[src/rtl/cpu_sequencer.sv]
`default_nettype none
// ============================================================================
// cpu_sequencer : multi-cycle fetch/decode/exec/mem/wb sequencer for the CPU.
// Option: define SEQ_PERF_CNT_EN to add the retired_cnt output. Rev 1.0
// ============================================================================
module cpu_sequencer #(
    parameter int ADDR_W      = 8,
    parameter int INSTR_W     = 16,
    parameter int MEM_TIMEOUT = 15
) (
    input  logic               clk,
    input  logic               reset,
    input  logic               run,
    output logic               imem_req,
    output logic [ADDR_W-1:0]  imem_addr,
    input  logic               imem_ack,
    input  logic [INSTR_W-1:0] imem_data,
    output logic [3:0]         opcode,
    output logic [2:0]         rf_raddr1,
    output logic [2:0]         rf_raddr2,
    output logic [2:0]         rf_waddr,
    output logic               rf_we,
    input  logic               cu_reg_write,
    input  logic               cu_mem_read,
    input  logic               cu_mem_write,
    input  logic               cu_branch,
    output logic               alu_start,
    input  logic               alu_done,
    input  logic               branch_taken,
    output logic               dmem_rd,
    output logic               dmem_wr,
    input  logic               dmem_ready,
    output logic [ADDR_W-1:0]  pc,
    output logic               halted,
    output logic               fault
`ifdef SEQ_PERF_CNT_EN
    ,
    output logic [15:0]        retired_cnt
`endif
);

    typedef enum logic [2:0] {
        S_IDLE   = 3'd0,
        S_FETCH  = 3'd1,
        S_DECODE = 3'd2,
        S_EXEC   = 3'd3,
        S_MEM    = 3'd4,
        S_WB     = 3'd5,
        S_HALT   = 3'd6,
        S_FAULT  = 3'd7
    } state_t;

    localparam logic [7:0]        WAIT_LAST = 8'(MEM_TIMEOUT - 1);
    localparam logic [ADDR_W-1:0] PC_ONE    = 1;

    state_t             state;
    state_t             state_nxt;
    logic [INSTR_W-1:0] ir;
    logic               alu_busy;
    logic               mem_rd_q;
    logic               mem_wr_q;
    logic               reg_wr_q;
    logic               taken_q;
    logic [7:0]         wait_cnt;
    logic               retire;
    logic               take;
    logic [ADDR_W-1:0]  imm_sext;
    logic [ADDR_W-1:0]  pc_next;

    // Control flags are captured at alu_done so MEM/WB depend only on state and registers.
    always_comb begin
        state_nxt = state;
        retire    = 1'b0;
        case (state)
            S_IDLE:   if (run) state_nxt = S_FETCH;
            S_FETCH:  if (imem_ack) state_nxt = S_DECODE;
            S_DECODE: state_nxt = (ir[15:12] == 4'hF) ? S_HALT : S_EXEC;
            S_EXEC: begin
                if (alu_done) begin
                    if (cu_mem_read && cu_mem_write)      state_nxt = S_FAULT;
                    else if (cu_mem_read || cu_mem_write) state_nxt = S_MEM;
                    else if (cu_reg_write)                state_nxt = S_WB;
                    else                                  retire    = 1'b1;
                end
            end
            S_MEM: begin
                if (dmem_ready) begin
                    if (reg_wr_q) state_nxt = S_WB;
                    else          retire    = 1'b1;
                end else if (wait_cnt == WAIT_LAST) begin
                    state_nxt = S_FAULT;
                end
            end
            S_WB:     retire = 1'b1;
            default:  state_nxt = state;
        endcase
        if (retire) state_nxt = S_FETCH;
    end

    // Retiring straight out of EXEC uses the live branch result; later stages use the latched one.
    always_comb begin
        take     = (state == S_EXEC) ? (cu_branch & branch_taken) : taken_q;
        imm_sext = {{(ADDR_W-6){ir[5]}}, ir[5:0]};
        pc_next  = take ? (pc + imm_sext) : (pc + PC_ONE);
    end

    always_ff @(posedge clk or negedge reset) begin
        if (!reset) begin
            state    <= S_IDLE;
            pc       <= '0;
            ir       <= '0;
            alu_busy <= 1'b0;
            mem_rd_q <= 1'b0;
            mem_wr_q <= 1'b0;
            reg_wr_q <= 1'b0;
            taken_q  <= 1'b0;
            wait_cnt <= '0;
        end else begin
            state    <= state_nxt;
            alu_busy <= (state == S_EXEC) && (state_nxt == S_EXEC);
            if (state == S_FETCH && imem_ack) ir <= imem_data;
            if (state == S_EXEC && alu_done) begin
                mem_rd_q <= cu_mem_read;
                mem_wr_q <= cu_mem_write;
                reg_wr_q <= cu_reg_write;
                taken_q  <= cu_branch & branch_taken;
            end
            if (state != S_MEM)
                wait_cnt <= '0;
            else if (!dmem_ready && wait_cnt != WAIT_LAST)
                wait_cnt <= wait_cnt + 8'd1;
            if (retire) pc <= pc_next;
        end
    end

`ifdef SEQ_PERF_CNT_EN
    always_ff @(posedge clk or negedge reset) begin
        if (!reset)
            retired_cnt <= '0;
        else if (retire && retired_cnt != 16'hFFFF)
            retired_cnt <= retired_cnt + 16'd1;
    end
`endif

    always_comb begin
        imem_req  = (state == S_FETCH);
        imem_addr = pc;
        opcode    = ir[15:12];
        rf_waddr  = ir[11:9];
        rf_raddr1 = ir[8:6];
        rf_raddr2 = ir[5:3];
        rf_we     = (state == S_WB);
        alu_start = (state == S_EXEC) && !alu_busy;
        dmem_rd   = (state == S_MEM) && mem_rd_q;
        dmem_wr   = (state == S_MEM) && mem_wr_q;
        halted    = (state == S_HALT);
        fault     = (state == S_FAULT);
    end

endmodule
`default_nettype wire

[config.mk]
export PLATFORM = sky130hd
export DESIGN_NAME = cpu_sequencer
export DESIGN_NICKNAME = d
export VERILOG_FILES = /design/src/rtl/cpu_sequencer.sv
export SDC_FILE = /design/constraint.sdc
export NUM_CORES = 1
export LEC_CHECK = 0
export BUFFER_PORTS_ARGS = -buffer_cell sky130_fd_sc_hd__buf_2
export CORE_ASPECT_RATIO = 0.9
export CORE_MARGIN = 4
export CORE_UTILIZATION = 52
export DETAILED_ROUTE_END_ITERATION = 7
export HOLD_SLACK_MARGIN = 0.05
export PLACE_DENSITY = 0.79
export SYNTH_ARGS = -nofsm -noshare
export SYNTH_HDL_FRONTEND = slang
export SYNTH_SLANG_ARGS = --single-unit
[constraint.sdc]
create_clock -name clk -period 3.61 [get_ports clk]
set_input_delay 0.1805 -clock clk [delete_from_list [all_inputs] [get_ports clk]]
set_output_delay 0.1805 -clock clk [all_outputs]
set_load 0.1 [all_outputs]
==> results of run 1 <==
## cell usage in the layout, fill, tap and decap left out, types with 2 or more instances in the layout
master	count
nor2b_1	6
a21o_1	2
and4b_1	2
nor2_1	19
mux2_2	21
inv_1	7
a211oi_1	5
dfrtp_1	40
buf_2	62
o22ai_1	2
nand2b_1	2
nand4_1	3
xor2_1	7
a31oi_1	2
o21ai_0	7
clkbuf_8	5
and3_1	4
nand3_1	3
xnor2_1	6
a21oi_1	8
nand2_1	7
nor3_1	3
ha_1	9
## synthesized netlist by cell type (all sizes together), types with 5 or more instances
library cell / instances / area, sq um
mux2: 22 / 248
o21ai: 7 / 35.0
nor2b: 6 / 37.5
nor2: 19 / 71.3
inv: 7 / 26.3
xnor2: 6 / 52.6
xor2: 7 / 61.3
a21oi: 9 / 48.8
buf: 26 / 194
a211oi: 5 / 37.5
ha: 9 / 113
nand2: 8 / 32.5
dfrtp: 40 / 1000
## cells by family after synthesis
group | Yosys count
and+or+nand+nor | 61
DFF | 40
buffers and inverters | 34
xor gates and xnor gates | 13
AOI/OAI and AO/OA | 32
muxes | 24
adders and majority gates | 10
## state kept, by name, summed over array words and instances, names as in the netlist
| signal | cells |
|---|---|
| alu_busy | 1 |
| imem_addr | 8 |
| ir | 16 |
| mem_rd_q | 1 |
| mem_wr_q | 1 |
| reg_wr_q | 1 |
| state | 3 |
| taken_q | 1 |
| wait_cnt | 8 |
## what timing repair did
item / 4_1_cts / 5_1_grt
hold buffers: 1 / 0
endpoints found under the hold margin: 40 / 0
buffers inserted: 0 / 0
gates resized for setup: 0 / 0
## power groups by stage
| stage | Combinational [mW] | Sequential [mW] | Clock, mW |
|---|---|---|---|
| CTS | 0.0327 | 0.448 | 0.385 |
| finish | 0.0318 | 0.448 | 0.377 |
| global route | 0.0362 | 0.448 | 0.403 |
| global placement | 0.0315 | 0.457 | 0 |
| floorplan | 0.00566 | 0.457 | 0 |
| detailed placement | 0.0318 | 0.457 | 0 |
## layout make-up
class	count	area share
Sequential cell	40	0.379
Timing Repair Buffer	63	0.121
Clock buffer	5	0.0261
Clock inverter	3	0.0175
Inverter	7	0.00995
Tap cell	60	0.0284
Multi-Input combinational cell	140	0.418
## worst max-delay path by stage
stage,from,cells after the start,to
finish,state[0]$_DFF_PN0_,10,imem_addr[6]$_DFFE_PN0P_
global placement,state[0]$_DFF_PN0_,10,imem_addr[6]$_DFFE_PN0P_
floorplan,state[0]$_DFF_PN0_,2,halted
global route,state[0]$_DFF_PN0_,10,imem_addr[6]$_DFFE_PN0P_
detailed placement,state[0]$_DFF_PN0_,10,imem_addr[6]$_DFFE_PN0P_
CTS,state[0]$_DFF_PN0_,10,imem_addr[6]$_DFFE_PN0P_
## metal layers
metal  GRT usage  up-vias  wire, um
met1       0.225      801      2130
met4      0.0816        0       114
met5           0        -         0
met3      0.0440       10       241
li1            -      812         -
met2       0.257       52      2120
## worst min-delay path: stages
cell	delay (ns)
buf_2	0.07
nand2_1	0.04
o21ai_0	0.06
## through the flow
step	instance area [sq um]	hold WS (ns)	power, mW	utilization
finish	2640	0.0894	0.856	0.627
global route	2640	0.0883	0.887	0.627
CTS	2640	0.0786	0.865	0.627
detailed placement	2520	0.353	0.488	0.597
global placement	2520	0.352	0.488	0.597
floorplan	2330	-0.115	0.462	-
==> results.toml, run 1 <==
[place]
globalplace.congestion = 0.826
dp_slack_ns = 0.702
placed_cells = 309
dp_hpwl_mm = 3.47
port_buffers = 62

[cells_and_area]
syn2layout_area_growth_pct = 13.4
nFillCells = 354
finalNetCount = 294
n_antenna_cell = 0
stdcell_count = 318
multi_input_area_sq_mm = 0.00110
drive_gt1_frac = 0.384
seq_area_sq_mm = 0.00100

[sta]
hold_viol = 0
fin_crit_sh = 0.803
tightest_slew_ns = 0.894
timing.slew.headroom = 0.404
slew_violations = 0
rsz0062_at_grt = "false"
finClkSkew_ns = 0.00593
fin_crit_ns = 2.90
setup_tns_ns = 0
finalSetupViolations = 0
fmax_ghz = 0.345
setup_slack_ns = 0.711

[power_and_ir_drop]
combPwrFrac = 0.037
p_clk_frac = 0.440
p_leak_nw = 1.43
pwr-share-seq = 0.523
switchingPower_uw = 187
intPower_uw = 669
power.share.switching = 0.218
power_density_mw_per_mm2 = 324
peakVddDrop_mv = 0.339

[floorplan]
start_util = 0.553
coreArea_sq_mm = 0.00421
fp.dieW_um = 78.5
die_area_sq_mm = 0.00561
ios = 63
core.rowCount = 22
die_y_um = 71.5

[clocking]
cts.sinks = 40
clkTransAtPathRegs_ns = 0.08
clock_latency_ns = 0.29
cts_tree = "done"
cts_buffers = 5
root_buffer = "clkbuf_8"
htreeDepth = 2
cts_max_path_buffers = 2

[setup_path]
regToRegStartpoint = "state[0]$_DFF_PN0_"
critPathMaxStageDelay_ns = 0.64
crit_fanout = 15
cp_common_cell = "a21oi_1"
crit_type = "reg -> reg"
end_kind = "register"
cpMaxStageDelayCell = "dfrtp_1"
crit_arrival_ns = 3.07
path_cells = "nand3b_4 -> mux2i_4 -> or2_2 -> ha_1 -> fa_1 -> a211oi_1 -> o21bai_1 -> a21oi_1 -> xor2_1 -> a21oi_1"
setup.worst_path.start_class = "register"
critical_path.top_delay_family = "adder cells"
worstPathRequired_ns = 3.78
worst-path-buf-inv = 0
r2r_cells = 10
r2r_end = "imem_addr[6]$_DFFE_PN0P_"
rrSetupSlack_ns = 0.71

[logic_synthesis]
ys.flop_type = "dfrtp_1"
avgSynthCellArea_sq_um = 10.9
synth_top_family_by_area = "simple AND/OR/NAND/NOR gates"
synthAdderAreaFrac = 0.0570
yosys_register_bits = 40
yosysWarnings = 0
syn-num-nets = 251
synthArstFlopShare = 1.00
yosysSeqAreaShare = 0.430
synth-compound-area-share = 0.0876
synth_mux_area_frac = 0.120
netlist_instances = 214
yosys.cell_types.count = 47
synth_enable_flop_cells = 0
synth_xor_xnor_area_share = 0.0489
syn_area_sq_mm = 0.00233
yosys.area_share.simple = 0.160

[route]
avgViaCountPerCell = 5.27
drtPass1Iterations = 4
drt_iter0_markers = 53
vias = 1675
wl_mm = 4.61
drc = 0
final_antenna_net_count = 0
post_drt_wl_per_cell_um = 14.5

[global_routing]
grt_antenna_before_repair = 0
grt_max_degree = 41
grt.total_usage = 0.169
grt_pass1_vias = 1618
grt_pass1_wl_mm = 7.45
overflow = 0

[hold_path]
holdPathStages = 3
hp-start = "imem_data[5]"
hold_path_end = "ir[5]$_DFFE_PN0P_"
worstHoldPathType = "in -> reg"

[run_status]
status = "finished, final reports clean"

[run]
maxCapViolCount = 0
Power figures use the tool's default switching activity.
==> run 2: changes to the inputs <==
==> constraint.sdc (replaced) <==
create_clock -name clk -period 2.7 [get_ports clk]
set_input_delay 0.135 -clock clk [delete_from_list [all_inputs] [get_ports clk]]
set_output_delay 0.135 -clock clk [all_outputs]
set_load 0.1 [all_outputs]
==> results.toml, run 2 (synthesis results as in run 1) <==
[clocking]
cts_buffers = 5
cts.sinks = 40
clkTransAtPathRegs_ns = 0.08
postCtsSetupBuffers = 0
cts_tree = "done"
htreeDepth = 2
cts_max_path_buffers = 2
clock_latency_ns = 0.30
root_buffer = "clkbuf_8"

[floorplan]
start_util = 0.553
die_y_um = 71.5
ios = 63
die_area_sq_mm = 0.00561
core.rowCount = 22
coreArea_sq_mm = 0.00421
fp.dieW_um = 78.5

[sta]
fin_crit_ns = 2.54
finalSetupViolations = 0
fin_crit_sh = 0.941
slew_violations = 0
fmax_ghz = 0.394
timing.slew.headroom = 0.434
hold_viol = 0
finClkSkew_ns = 0.00625
tightest_slew_ns = 0.848
rsz0062_at_grt = "false"
setup_tns_ns = 0

[run_status]
status = "finished, final reports clean"

[power_and_ir_drop]
power_density_mw_per_mm2 = 424
p_leak_nw = 1.46
p_total_mw = 1.15
peakVddDrop_mv = 0.374

[cells_and_area]
syn2layout_area_growth_pct = 16.1
drive_gt1_frac = 0.402
n_antenna_cell = 0
final_common_cell = "buf_2"
final_cell_mix = "62 x buf_2, 40 x dfrtp_1, 21 x mux2_2"
nFillCells = 361
regMostFlops = "ir"
finalNetCount = 300
largest_register_ffs = 16

[run]
maxCapViolCount = 0

[route]
post_drt_wl_per_cell_um = 13.7
drt_iter0_markers = 43
wl_mm = 4.44
vias = 1668
drtPass1Iterations = 4
final_antenna_net_count = 0
avgViaCountPerCell = 5.15
drc = 0

[hold_path]
worstHoldPathType = "in -> reg"
holdPathStages = 2

[setup_path]
crit_type = "reg -> reg"
crit_arrival_ns = 2.71
setup.worst_path.start_class = "register"
r2r_cells = 10
worstPathRequired_ns = 2.87
crit_fanout = 3
end_kind = "register"

[global_routing]
grt_antenna_before_repair = 0
grt.total_usage = 0.169
grt_pass1_wl_mm = 7.49
overflow = 0
grt_pass1_vias = 1650
grt_max_degree = 41

[place]
globalplace.congestion = 0.804
port_buffers = 62
dp_hpwl_mm = 3.30
==> run 2: routing by layer <==
layer | routed length, um | vias up | global-route usage
li1 | - | 821 | -
met5 | 0 | - | 0
met1 | 1960 | 797 | 0.213
met3 | 292 | 5 | 0.0490
met2 | 2130 | 45 | 0.277
met4 | 55 | 0 | 0.0641
==> run 2: worst paths after layout <==
kind                                     startpoint                        to  slack (ns)
min                                   imem_data[14]        ir[14]$_DFFE_PN0P_        0.07
max                              state[2]$_DFF_PN0_  imem_addr[6]$_DFFE_PN0P_        0.16
max in group asynchronous                     reset  imem_addr[0]$_DFFE_PN0P_        1.69
max reg2reg                      state[2]$_DFF_PN0_  imem_addr[6]$_DFFE_PN0P_        0.16
min in group asynchronous                     reset  imem_addr[6]$_DFFE_PN0P_        0.48
min reg2reg                imem_addr[7]$_DFFE_PN0P_  imem_addr[7]$_DFFE_PN0P_        0.50
==> run 2: final cells by class <==
| class | instances | area [sq um] | share of cell area |
|---|---|---|---|
| Multi-Input combinational cell | 140 | 1120 | 0.413 |
| Sequential cell | 40 | 1000 | 0.370 |
| Timing Repair Buffer | 69 | 370 | 0.137 |
| Tap cell | 60 | 75.1 | 0.0278 |
| Clock buffer | 5 | 68.8 | 0.0255 |
| Clock inverter | 3 | 46.3 | 0.0171 |
| Inverter | 7 | 26.3 | 0.00972 |
==> run 2: critical path: stages, from the launching register on <==
cell	delay, ns
dfrtp_1	0.39
nand3b_4	0.19
mux2i_4	0.20
or2_2	0.28
ha_1	0.23
fa_2	0.39
a211oi_2	0.26
o21bai_1	0.09
a21oi_1	0.18
xor2_1	0.15
a21oi_1	0.08
==> run 2: power breakdown <==
group	total (mW)	internal (mW)	switching, mW
sequential	0.598	0.598	0
combinational	0.0439	0.0198	0.0241
clock	0.503	0.278	0.225
==> run 2: timing repair <==
action,4_1_cts,5_1_grt
gates resized for setup,0,2
hold buffers,3,0
hold endpoints to repair,42,0
setup endpoints to repair,0,1
==> run 2: through the flow <==
step	area [sq um]	worst slack [ns]	std cells	hold slack, ns	utilization
after floorplan	2330	0.0503	214	-0.161	-
after global placement	2550	0.134	313	0.308	0.606
after detailed placement	2550	0.0719	313	0.303	0.606
after CTS	2700	0.0575	324	0.0559	0.640
after global routing	2700	0.0451	324	0.0585	0.642
final	2700	0.161	324	0.0668	0.642
